--- src/rtl/pie_frame_tx.sv ---
`default_nettype none
// ============================================================================
// Module   : pie_frame_tx
// Purpose  : Gen2-style PIE downlink envelope generator (delimiter, data-0,
//            RTcal, optional TRcal, PIE data) fed by a valid/ready bit stream.
// Revision : 1.0
// ============================================================================
module pie_frame_tx #(
  parameter int TARI_CYC  = 8,
  parameter int DATA1_CYC = 14,
  parameter int PW_CYC    = 4,
  parameter int DELIM_CYC = 10,
  parameter int TRCAL_CYC = 40,
  parameter int CNT_WIDTH = 16
) (
  input  logic clk,
  input  logic rst,
  input  logic start,
  input  logic use_preamble,
  input  logic in_dat,
  input  logic in_last,
  input  logic in_vld,
  output logic in_rdy,
  output logic tx_env,
  output logic busy,
  output logic done,
  output logic underrun
);

  localparam logic [CNT_WIDTH-1:0] c_len_delim = CNT_WIDTH'(DELIM_CYC);
  localparam logic [CNT_WIDTH-1:0] c_len_tari  = CNT_WIDTH'(TARI_CYC);
  localparam logic [CNT_WIDTH-1:0] c_len_data1 = CNT_WIDTH'(DATA1_CYC);
  localparam logic [CNT_WIDTH-1:0] c_len_rtcal = CNT_WIDTH'(TARI_CYC + DATA1_CYC);
  localparam logic [CNT_WIDTH-1:0] c_len_trcal = CNT_WIDTH'(TRCAL_CYC);
  localparam logic [CNT_WIDTH-1:0] c_pw        = CNT_WIDTH'(PW_CYC);
  localparam logic [CNT_WIDTH-1:0] c_one       = CNT_WIDTH'(1);

  typedef enum logic [2:0] {
    S_IDLE  = 3'd0,
    S_DELIM = 3'd1,
    S_DATA0 = 3'd2,
    S_RTCAL = 3'd3,
    S_TRCAL = 3'd4,
    S_BITS  = 3'd5
  } state_t;

  state_t               r_state;
  logic [CNT_WIDTH-1:0] r_cnt;
  logic                 r_pre;
  logic                 r_bit;
  logic                 r_last_bit;
  logic                 r_env;
  logic                 r_busy;
  logic                 r_done;
  logic                 r_underrun;

  logic [CNT_WIDTH-1:0] w_len;
  logic [CNT_WIDTH-1:0] w_high;
  logic [CNT_WIDTH-1:0] w_cnt_inc;
  logic                 w_sym_end;
  logic                 w_fetch;

  always_comb begin
    w_len = c_len_tari;
    case (r_state)
      S_DELIM: w_len = c_len_delim;
      S_RTCAL: w_len = c_len_rtcal;
      S_TRCAL: w_len = c_len_trcal;
      S_BITS:  w_len = r_bit ? c_len_data1 : c_len_tari;
      default: w_len = c_len_tari;
    endcase
  end

  assign w_high    = w_len - c_pw;
  assign w_cnt_inc = r_cnt + c_one;
  assign w_sym_end = (r_state != S_IDLE) && (w_cnt_inc == w_len);

  // A new bit is requested at the close of the preamble and of every non-final bit.
  assign w_fetch = w_sym_end &&
                   (((r_state == S_RTCAL) && !r_pre) ||
                    (r_state == S_TRCAL) ||
                    ((r_state == S_BITS) && !r_last_bit));

  assign in_rdy   = w_fetch && !rst;
  assign tx_env   = r_env;
  assign busy     = r_busy;
  assign done     = r_done;
  assign underrun = r_underrun;

  always_ff @(posedge clk) begin
    if (rst) begin
      r_state    <= S_IDLE;
      r_cnt      <= '0;
      r_pre      <= 1'b0;
      r_bit      <= 1'b0;
      r_last_bit <= 1'b0;
      r_env      <= 1'b1;
      r_busy     <= 1'b0;
      r_done     <= 1'b0;
      r_underrun <= 1'b0;
    end else begin
      r_done     <= 1'b0;
      r_underrun <= 1'b0;
      if (r_state == S_IDLE) begin
        r_cnt <= '0;
        if (start) begin
          r_state <= S_DELIM;
          r_pre   <= use_preamble;
          r_busy  <= 1'b1;
          r_env   <= 1'b0;
        end else begin
          r_env <= 1'b1;
        end
      end else if (!w_sym_end) begin
        // tx_env is registered, so it is computed for the count being entered.
        r_cnt <= w_cnt_inc;
        r_env <= (r_state != S_DELIM) && (w_cnt_inc < w_high);
      end else begin
        r_cnt <= '0;
        r_env <= 1'b1;
        if (w_fetch) begin
          if (in_vld) begin
            r_state    <= S_BITS;
            r_bit      <= in_dat;
            r_last_bit <= in_last;
          end else begin
            r_state    <= S_IDLE;
            r_busy     <= 1'b0;
            r_underrun <= 1'b1;
          end
        end else begin
          case (r_state)
            S_DELIM: r_state <= S_DATA0;
            S_DATA0: r_state <= S_RTCAL;
            S_RTCAL: r_state <= S_TRCAL;
            default: begin
              r_state <= S_IDLE;
              r_busy  <= 1'b0;
              r_done  <= 1'b1;
            end
          endcase
        end
      end
    end
  end

endmodule
`default_nettype wire

--- config.mk ---
export PLATFORM = sky130hd
export DESIGN_NAME = pie_frame_tx
export DESIGN_NICKNAME = d
export VERILOG_FILES = /design/src/rtl/pie_frame_tx.sv
export SDC_FILE = /design/constraint.sdc
export NUM_CORES = 1
export LEC_CHECK = 0
export ABC_CLOCK_PERIOD_IN_PS = 3000
export BUFFER_PORTS_ARGS = -buffer_cell sky130_fd_sc_hd__clkbuf_2
export CAP_MARGIN = 25
export CORE_MARGIN = 1
export CORE_UTILIZATION = 45
export DETAILED_ROUTE_END_ITERATION = 16
export PLACE_DENSITY = 0.72
export SYNTH_ARGS = -nofsm -noshare
export SYNTH_HDL_FRONTEND = slang
export SYNTH_SLANG_ARGS = --single-unit
--- constraint.sdc ---
create_clock -name clk -period 3 [get_ports clk]
set_input_delay 0.3 -clock clk [delete_from_list [all_inputs] [get_ports clk]]
set_output_delay 0.3 -clock clk [all_outputs]
set_load 0.02 [all_outputs]
# Word-level counts from Yosys, hierarchy flattened
# Index checks and enable logic that the tools add are counted.
word_totals:
  regBits: 26
  latchBits: 0
  ram_bits: 0
  romBits: 0
  in_bits: 7
  out_inout_bits: 5
  elab_cells: 66
  memories: 0
op_classes:
  n_addsub: 2
  n_mul: 0
  div: 0
  n_lt_le_gt_ge: 1
  n_eq_ne: 10
  n_shift: 0
  mux: 19
  bitwise: 3
  reduce_logical: 22
op_table:
  columns: ["op", "count"]
  rows:
  - ["one-hot mux 6 bit (4 select lines)", 1]
  - ["two-way mux 3 bit", 6]
  - ["adder 16 x 1 -> 16 bit (second input constant)", 1]
  - ["equality test 16 bit", 1]
  - ["less-than comparator 16 bit", 1]
  - ["subtractor 16 x 3 -> 16 bit (second input constant)", 1]
  - ["two-way mux 1 bit", 11]
  - ["one-hot mux 3 bit (3 select lines)", 1]
  - ["AND reduction 4 bit", 2]
  - ["OR reduction 4 bit", 2]
  - ["equality test 3 x 2 -> 1 bit (second input constant)", 2]
  - ["equality test 3 bit (second input constant)", 2]
  - ["logical AND 1 bit", 6]
  - ["!= test 3 x 1 -> 1 bit (second input constant)", 2]
  - ["OR reduction 3 bit", 2]
  - ["AND reduction 2 bit", 2]
  - ["equality test 3 x 1 -> 1 bit (second input constant)", 1]
  - ["zero test 1 bit", 3]
  - ["zero test 3 bit", 1]
  - ["!= test 3 x 2 -> 1 bit (second input constant)", 1]
  - ["NOT 1 bit", 3]
  - ["nonzero test 3 bit", 1]
  - ["logical OR 1 bit", 2]
  - ["!= test 2 bit (second input constant)", 1]
  - ["nonzero test 2 bit", 1]

# Longest topological paths before layout
# Gate-level depths: netlist (run 1).
depth:
  ltp_word: 8
  ltp_mapped: 14

# Least setup slack after synthesis (run 1)
# No wires, ideal clock.
synth_path:
  path_kind: "reg2out"
  from: "reg r_state[2]"
  to: "out in_rdy"
  t_arrival_ns: 2.287
  required_ns: 2.700
  setup_slack_ns: 0.413
  path_stages_with_launch: 12
  path_cell_list: "dfxtp_1 > buf_4 > and2b_1 > a21o_1 > nand2_1 > inv_1 > ha_1 > nor2_1 > o2111ai_2 > nor4_4 > nand2_1 > nor2_1"
synth_between:
  elab_chain_len: 6
synth_rtl:
  columns: ["item", "line_no", "rtl"]
  rows:
  - ["start: declaration", "47", "state_t r_state;"]
  - ["start signal: assignment", "92", "r_state <= S_IDLE;"]
  - ["start signal: assignment", "107", "r_state <= S_DELIM;"]
  - ["start signal: assignment", "123", "r_state <= S_BITS;"]
  - ["equality test 3 bit, or another cell as far along", "65, 82", null]
  - ["one-hot mux 6 bit (4 select lines) or logical AND 1 bit (tied branches)", "65, 80", null]
  - ["equality test 16 bit or logical OR 1 bit (tied branches)", "76, 80", null]
  - ["logical AND 1 bit or logical OR 1 bit (tied branches)", "76, 81", null]
  - ["logical AND 1 bit (*)", "79", "assign w_fetch = w_sym_end &&"]
  - ["logical AND 1 bit (*)", "84", "assign in_rdy = w_fetch && !rst;"]
  - ["end: declaration", "23", "output logic in_rdy,"]
# Mark *: on every way between the ends. The rest lies on a longest branch, timed or not.

# Final worst setup path (run 1)
# Same ends and word-level chain as after synthesis.

==> results of run 1 <==
worst max-delay path, stage by stage, from the launching register on:
cell and delay (ns):
sky130_fd_sc_hd__dfxtp_2 0.41, sky130_fd_sc_hd__and2b_1 0.23, sky130_fd_sc_hd__a21o_1 0.15, sky130_fd_sc_hd__nand2_1 0.09, sky130_fd_sc_hd__inv_1 0.05, sky130_fd_sc_hd__ha_1 0.28
sky130_fd_sc_hd__nor2_1 0.13, sky130_fd_sc_hd__o2111ai_2 0.16, sky130_fd_sc_hd__nor4_4 0.34, sky130_fd_sc_hd__nand2_1 0.13, sky130_fd_sc_hd__nor2_1 0.11, sky130_fd_sc_hd__clkbuf_2 0.17
worst paths after layout:
check                                   from  endpoint  slack (ns)  cells after the start
worst min-delay path            use_preamble     r_pre        0.26                      3
worst max register to register    r_state[1]    tx_env        0.22                     13
worst min register to register      r_cnt[0]  r_cnt[0]        0.47                      1
worst max-delay path              r_state[2]    in_rdy        0.17                     11
synth_stat cells, drive strengths merged (3+ instances only):
cell    n
o21ai   3
a21o    3
nor2   19
nand3  12
nand2  17
xor2    6
a21oi   7
inv    11
xnor2   9
buf     7
nand4   7
dfxtp  26
ha     17
mux2i   3
nor3    6
and4    3
nor2b  10
or2     3
kinds of logic after synthesis:
kind of cell | Yosys count
other | 1
adder cells (fa/ha/maj) | 17
buffers and inverters | 20
AO/OA/AOI/OAI | 29
XOR/XNOR | 16
flip-flops | 26
multiplexers | 4
AND/OR/NAND/NOR | 91
through the flow:
step	TNS, ns	power [mW]	std cells	area [um^2]	utilization [%]
floorplan	0	0.442	208	1800	-
global placement	0	0.461	260	1860	50.1
detailed placement	0	0.462	260	1860	50.1
CTS	0	0.659	264	1910	51.4
global route	-0.00727	0.678	264	1920	51.6
finish	0	0.654	264	1920	51.6
where the power goes:
group          switching (mW)  internal [mW]  total, mW
combinational          0.0502         0.0356     0.0858
clock                   0.109         0.0901      0.199
sequential             0.0137          0.355      0.369
layer usage:
layer / global-route usage [%] / share of wire, % / up-vias
li1: - / - / 737
met3: 4.23 / 3.8 / 2
met4: 3.33 / 0.35 / 0
met1: 24.8 / 50 / 677
met2: 31.9 / 46 / 27
met5: 0 / 0 / -
flip-flops by register name, indices dropped and copies added (netlist names):
register	flops
r_pre	1
done	1
r_last_bit	1
tx_env	1
busy	1
r_state	3
underrun	1
r_bit	1
r_cnt	16
final cells by class:
cell class	count	area, um^2
clock buffers	3	41.3
fillers	372	1800
inverters	11	41.3
multi-input cells	162	1180
flip-flops and latches	26	523
well taps	48	60.1
repair buffers	14	77.6
repair_timing:
action	CTS	global route
gates resized for setup	0	3
hold endpoints to repair	0	0
gates cloned	0	0
hold buffers	0	0
setup endpoints to repair	1	2
pin swaps	1	0
buffers inserted	1	0
==> results summary, run 1 <==
The clock insertion delay at the later pin of the skew report came out at between 0.2 and 0.3 ns. The initial antenna violation count came out at 0. The number of I/O pins is 12.

The worst min-delay path class is primary input to flip-flop. The combinational family with the most area after synthesis is simple AND/OR/NAND/NOR gates. The maximum level of the CTS H-tree came out at 1.

The final hold slack is 0.261 ns. The final net count came out at 242. The synthesized-area fraction occupied by ao, oa, aoi and oai cells came out at 11.7%. The total half-perimeter wirelength after legalization and detailed placement is 2760 um. The clock tree buffer depth is 2.

The cell sitting at the root of the clock tree is a sky130_fd_sc_hd__clkbuf_8. For this block, the initial DRC count from the detailed router was 86. Leaving out fill and tap cells, the most frequent cell in the layout is sky130_fd_sc_hd__dfxtp_1. The hold violation total from the final report is 0. The measured slew at the worst slew-check pin is 0.640 ns. After detailed routing, the average wire length per cell comes to 13.9 um. The total number of yosys warnings is 0.

The required time at the endpoint of the critical path is ~2.7 ns. The shortest clock period the worst path allows after layout is 2.83 ns. The pre-CTS setup slack came out at 0.266 ns. The remaining max-slew budget at the tightest pin came out at 57.0%. Synthesis produced 204 cells. The synthesis-to-layout area growth is 7.72%. The async set-or-reset flop fraction in the synthesized netlist came out at 0%. In the layout the commonest cells are 24 x sky130_fd_sc_hd__dfxtp_1, 19 x sky130_fd_sc_hd__nor2_1, 17 x sky130_fd_sc_hd__nand2_1, 17 x sky130_fd_sc_hd__ha_1. The max-cap check violation count is 0. The share of synthesized area spent on multiplexers came out at 2.53%. The remaining number of nets flagged by the antenna check after routing is 0.

The element type at the critical path end is an output port. The starting density of the core came out at 47.9%. TritonCTS built the clock tree. The total overflow left after global routing is 0.

The via count of the first global-routing pass came out at 1392. The count of final max-slew check failures came out at 0. The worst setup path is launched from a flip-flop. The post-synthesis sequential area ratio came out at 29.2%. The adder and majority cell fraction of the synthesized area is 11.9%.

From left edge to right edge, the die measures 64.9 um. The count of input and output buffers came out at 11. The worst setup path is of the flip-flop to output port kind. The run finished with clean final reports.

The fmax is around 350 MHz. The largest area contributor in the netlist is sky130_fd_sc_hd__dfxtp_1. The first-pass detailed-route iteration total came out at 4. The repair_antennas step left the layout with diodes totalling 0. The via density per instance came out at 5.47.

The number of design rule violations left after detail routing came out at 0. The number of flops mapped to enable cells by yosys is 0. The summed instance area of the synthesized netlist is ~0.0018 mm^2. The total global-route track usage is 19.0%. The synthesized area per cell is 8.73 um^2. The proportion of layout cells with a drive suffix above 1 came out at 13.9%.

The share of Yosys cell area claimed by the top area cell type is around 30%. The simple-gate share of the synthesized area is 29.3%. The flop and latch count out of synthesis is 26. By area the synthesized netlist is led by sky130_fd_sc_hd__dfxtp_1 29%, sky130_fd_sc_hd__ha_1 12%, sky130_fd_sc_hd__xnor2_1 4.4%. The first global-routing pass estimated 6280 um of wire.

The floorplan row count came out at 22. The power density over cell area came out at between 300 and 400 mW/mm^2. The xor-xnor portion of the synthesized cell area is 9.13%. Data on the critical path arrives at its endpoint at between 2 and 3 ns. The final setup skew came out at 0.00235 ns. The number of distinct standard cells referenced by the synthesized netlist came out at 50. The core footprint is 0.00372 mm^2. The die covers around 0.0042 mm^2. The global placer's final weighted congestion came out at 0.818. For this block, the routed nets add up to 3670 um of wire. For this run, the leading register cell type out of synthesis is sky130_fd_sc_hd__dfxtp_1. The largest driver fanout on the critical path is 10. The number of setup violations in the final report is 0. The vertical die dimension is around 65 um. The worst path uses 94.4% of the clock period. The worst-case vdd ir drop came out at 338 uV.

The total clock sinks is 26. Setup slack closes at 0.169 ns. Summed over all cells, the static leakage comes to roughly 0.9 nW. The number of buffers created by CTS came out at 3. The total via count in the routed design is 1443. After clock tree synthesis, the clock-pin slew on the worst setup and hold paths is 0.09 ns.

Entering global routing, the biggest net connects 14 pins.
No activity file was read; power rests on OpenSTA's default activity.
==> inputs of run 2 (changes only) <==
--- a/config.mk
+++ b/config.mk
@@ -11,7 +11,10 @@
 export CORE_MARGIN = 1
 export CORE_UTILIZATION = 45
 export DETAILED_ROUTE_END_ITERATION = 16
+export GPL_ROUTABILITY_DRIVEN = 0
 export PLACE_DENSITY = 0.72
+export RECOVER_POWER = 50
+export SETUP_SLACK_MARGIN = 0.3
 export SYNTH_ARGS = -nofsm -noshare
 export SYNTH_HDL_FRONTEND = slang
 export SYNTH_SLANG_ARGS = --single-unit
==> run 2 against run 1 <==
  * Non-clock buffer count increased by 13
  * Die area unchanged
  * First-iteration DRC count increased by 24%
  * Setup slack improved by 0.076 ns
  * Routed wire length increased by 7.8%
  * Combinational power increased by 19%
  * Fmax increased by 2.8%
  * Clock-buffer cell count unchanged
  * Total power increased by 2.0%
  * Critical path type unchanged
  * Largest power group unchanged
==> results summary, run 2 (synthesized netlist as in run 1, its figures left out) <==
The starting density of the core is 47.9%. The largest delay contributor family on the critical path is simple AND/OR/NAND/NOR gates. Clock tree synthesis selected as its root buffer the cell sky130_fd_sc_hd__clkbuf_8. The largest driver fanout on the critical path is 7. The via density per instance came out at 5.39.

The number of design rule violations left after detail routing came out at 0. Summed over all cells, the static leakage comes to between 0.9 and 1 nW. The run finished with clean final reports.

The iteration-0 DRC count of the detailed router is 107. The maximum level of the CTS H-tree is 1. The final hold slack is 0.254 ns. After layout, the worst path uses about nine tenths of the clock period. For hold timing, the worst endpoint is underrun. For the worst flop-to-flop path, the logic depth is 10. The largest registers in the layout are r_cnt: 16 flops, r_state: 3 flops. The count of input and output buffers is 11. Walking the worst path, the cells encountered are and4_4 > nand4_1 > xor2_2 > o2111ai_2 > nor4_4 > nand2_1 > nor2_1 > buf_4. The worst-case IR drop observed on VDD is 337 uV. The first global-routing pass estimated 6580 um of wire. The initialized floorplan defines 22 standard-cell rows. At the worst endpoint, the arrival time is 2.45 ns. In this run the standard cell core region covers 0.00372 mm^2. The via count of the first global-routing pass is 1475.

The antenna cell count came out at 0. The detailed-route wire length per cell is roughly 14 um. The vertical die dimension is 64.9 um. The required time at the endpoint of the critical path came out at 2.70 ns. The total half-perimeter wirelength after legalization and detailed placement is 2760 um.

The CTS tree is done. The slowest cell on the critical path is sky130_fd_sc_hd__dfxtp_1. The count of final max-slew check failures is 0.

The proportion of layout cells with a drive suffix above 1 is 26.2%. Counting both buffers and inverters, the worst setup path holds a total of 1. The initial antenna violation count came out at 0. The first-pass detailed-route iteration total came out at 4. The number of buffers created by CTS is 3.

Along the worst hold path, the cell count comes to 2. The register share of total power came out at 54.7%. The measured slew at the worst slew-check pin came out at 0.668 ns.

Hold repair after CTS inserted 0 buffers. The internal power of the cells came out at 487 uW. The number of I/O pins is 12. The total via count in the routed design came out at 1494.

The die area came out at about 0.0042 mm^2. The start point of the worst min-delay path is in_vld. The final net count came out at 255. The CTS clock-pin slew for the worst setup and hold paths is 0.09 ns. The total clock sinks is 26. The register name with the most flops is r_cnt. The remaining number of nets flagged by the antenna check after routing came out at 0. Setup violations remaining at the end of the flow were counted as 0. The synthesis-to-layout area growth came out at 21.6%. The power density over cell area came out at 308 mW/mm^2.

The total power came out at 667 uW. The flip-flop count of the largest register after layout is 16. The hold violation total from the final report came out at 0.

The delay of the slowest critical-path stage came out at 0.50 ns. The sum of negative setup slack came out at 0 ns. In this run the critical register-to-register path is launched from r_cnt[4]. The largest net degree at the start of global routing came out at 14. By startpoint and endpoint, the worst setup path is classified as flip-flop to output port. The routed wire length came out at 3960 um. The setup check on the worst reg-to-reg path leaves a slack of around 0.32 ns. The startpoint kind of the worst setup timing path is a flip-flop.

Setup repair after global routing could not meet its margin everywhere. The element type at the critical path end is an output port. Derived from the worst setup path, the maximum achievable clock frequency is 363 MHz. Net switching is 27.0% of the power. The floorplan step set the die width to 64.9 um. The final setup skew is 0.00151 ns. After global routing the overflow that remains totals 0. The clock power share is a little under a third.

The longest clock path from root to sink contains 2 buffers. For this run, the total global-route usage over all layers was measured as 20.0%. The worst min-delay path class is primary input to flip-flop. The shortest clock period the worst path allows after layout is 2.75 ns. The power spent charging and discharging nets came out at 180 uW. The clock insertion delay at the later pin of the skew report came out at 0.27 ns. The remaining max-slew budget at the tightest pin came out at 55.2%. The top cell types in the final layout, fill and taps aside, are 18 x sky130_fd_sc_hd__nor2_1, 16 x sky130_fd_sc_hd__nand2_1, 16 x sky130_fd_sc_hd__dfxtp_1. Across the run, the number of max-cap violations was 0. The endpoint identified for the worst register-to-register timing path is r_state[0]. Combinational logic burns 15.3% of the power. The library cell used most frequently in the layout, excluding fill and tap cells, is sky130_fd_sc_hd__nor2_1.
## run 2: cell types whose count changed in the layout (fill, tap and decap cells not counted), moves of 2 or more
cell | before | now
sky130_fd_sc_hd__buf_4 | 3 | 14
sky130_fd_sc_hd__dfxtp_1 | 24 | 16
sky130_fd_sc_hd__clkbuf_1 | 0 | 5
sky130_fd_sc_hd__clkbuf_2 | 11 | 6
sky130_fd_sc_hd__dfxtp_4 | 0 | 5
sky130_fd_sc_hd__dfxtp_2 | 2 | 5
sky130_fd_sc_hd__ha_1 | 17 | 14
sky130_fd_sc_hd__xor2_1 | 4 | 1
sky130_fd_sc_hd__ha_4 | 0 | 2
sky130_fd_sc_hd__nand3_1 | 11 | 9
sky130_fd_sc_hd__xor2_4 | 0 | 2
## run 2: metrics by stage
stage / instances / area [um^2] / setup WS, ns / util, %
after floorplan: 208 / 1800 / 0.413 / -
after global placement: 260 / 1860 / 0.286 / 50.1
after detailed placement: 260 / 1860 / 0.266 / 50.1
after CTS: 269 / 2020 / 0.302 / 54.5
after global routing: 277 / 2170 / 0.119 / 58.3
final: 277 / 2170 / 0.246 / 58.3
## run 2: how the worst max path moves through the flow
stage | slack, ns | end | depth (start not counted) | start
after detailed placement | 0.27 | tx_env | 13 | r_state[2]
after floorplan | 0.41 | in_rdy | 11 | r_state[2]
after CTS | 0.30 | in_rdy | 8 | r_cnt[2]
final | 0.25 | in_rdy | 8 | r_cnt[4]
after global placement | 0.29 | tx_env | 13 | r_state[2]
after global routing | 0.12 | in_rdy | 8 | r_cnt[4]
## run 2: repair_timing
| action | in CTS | in global routing |
|---|---|---|
| buffers inserted | 6 | 8 |
| gates resized for setup | 18 | 29 |
| pin swaps | 5 | 10 |
| endpoints found under the setup margin | 3 | 2 |
## run 2: power groups by stage
stage	combinational, mW	sequential, mW	clock (mW)
floorplan	0.0701	0.372	0
global placement	0.0850	0.376	0
detailed placement	0.0859	0.376	0
CTS	0.0954	0.367	0.205
global route	0.114	0.367	0.211
finish	0.102	0.365	0.200
## run 2: layout make-up
cell class | count | area, um^2
Timing Repair Buffer | 27 | 173
Fill cell | 339 | 1550
Tap cell | 48 | 60.1
Multi-Input combinational cell | 162 | 1310
Sequential cell | 26 | 546
Inverter | 11 | 41.3
Clock buffer | 3 | 41.3
## run 2: worst reg2reg max path: stages, from the launching register on
cell and delay [ns]:
sky130_fd_sc_hd__dfxtp_1 0.50, sky130_fd_sc_hd__and4_4 0.33, sky130_fd_sc_hd__nand4_1 0.14, sky130_fd_sc_hd__xor2_2 0.28, sky130_fd_sc_hd__o2111ai_2 0.18, sky130_fd_sc_hd__nor4_4 0.36
sky130_fd_sc_hd__buf_4 0.16, sky130_fd_sc_hd__buf_4 0.11, sky130_fd_sc_hd__buf_4 0.12, sky130_fd_sc_hd__nand3_2 0.12, sky130_fd_sc_hd__a311oi_1 0.28
## run 2: metal layers
layer | vias up | share of wire (%) | track usage, %
li1 | 762 | - | -
met1 | 701 | 48 | 25.0
met2 | 27 | 48 | 34.8
met3 | 4 | 3.1 | 4.23
met4 | 0 | 0.71 | 4.17
met5 | - | 0 | 0
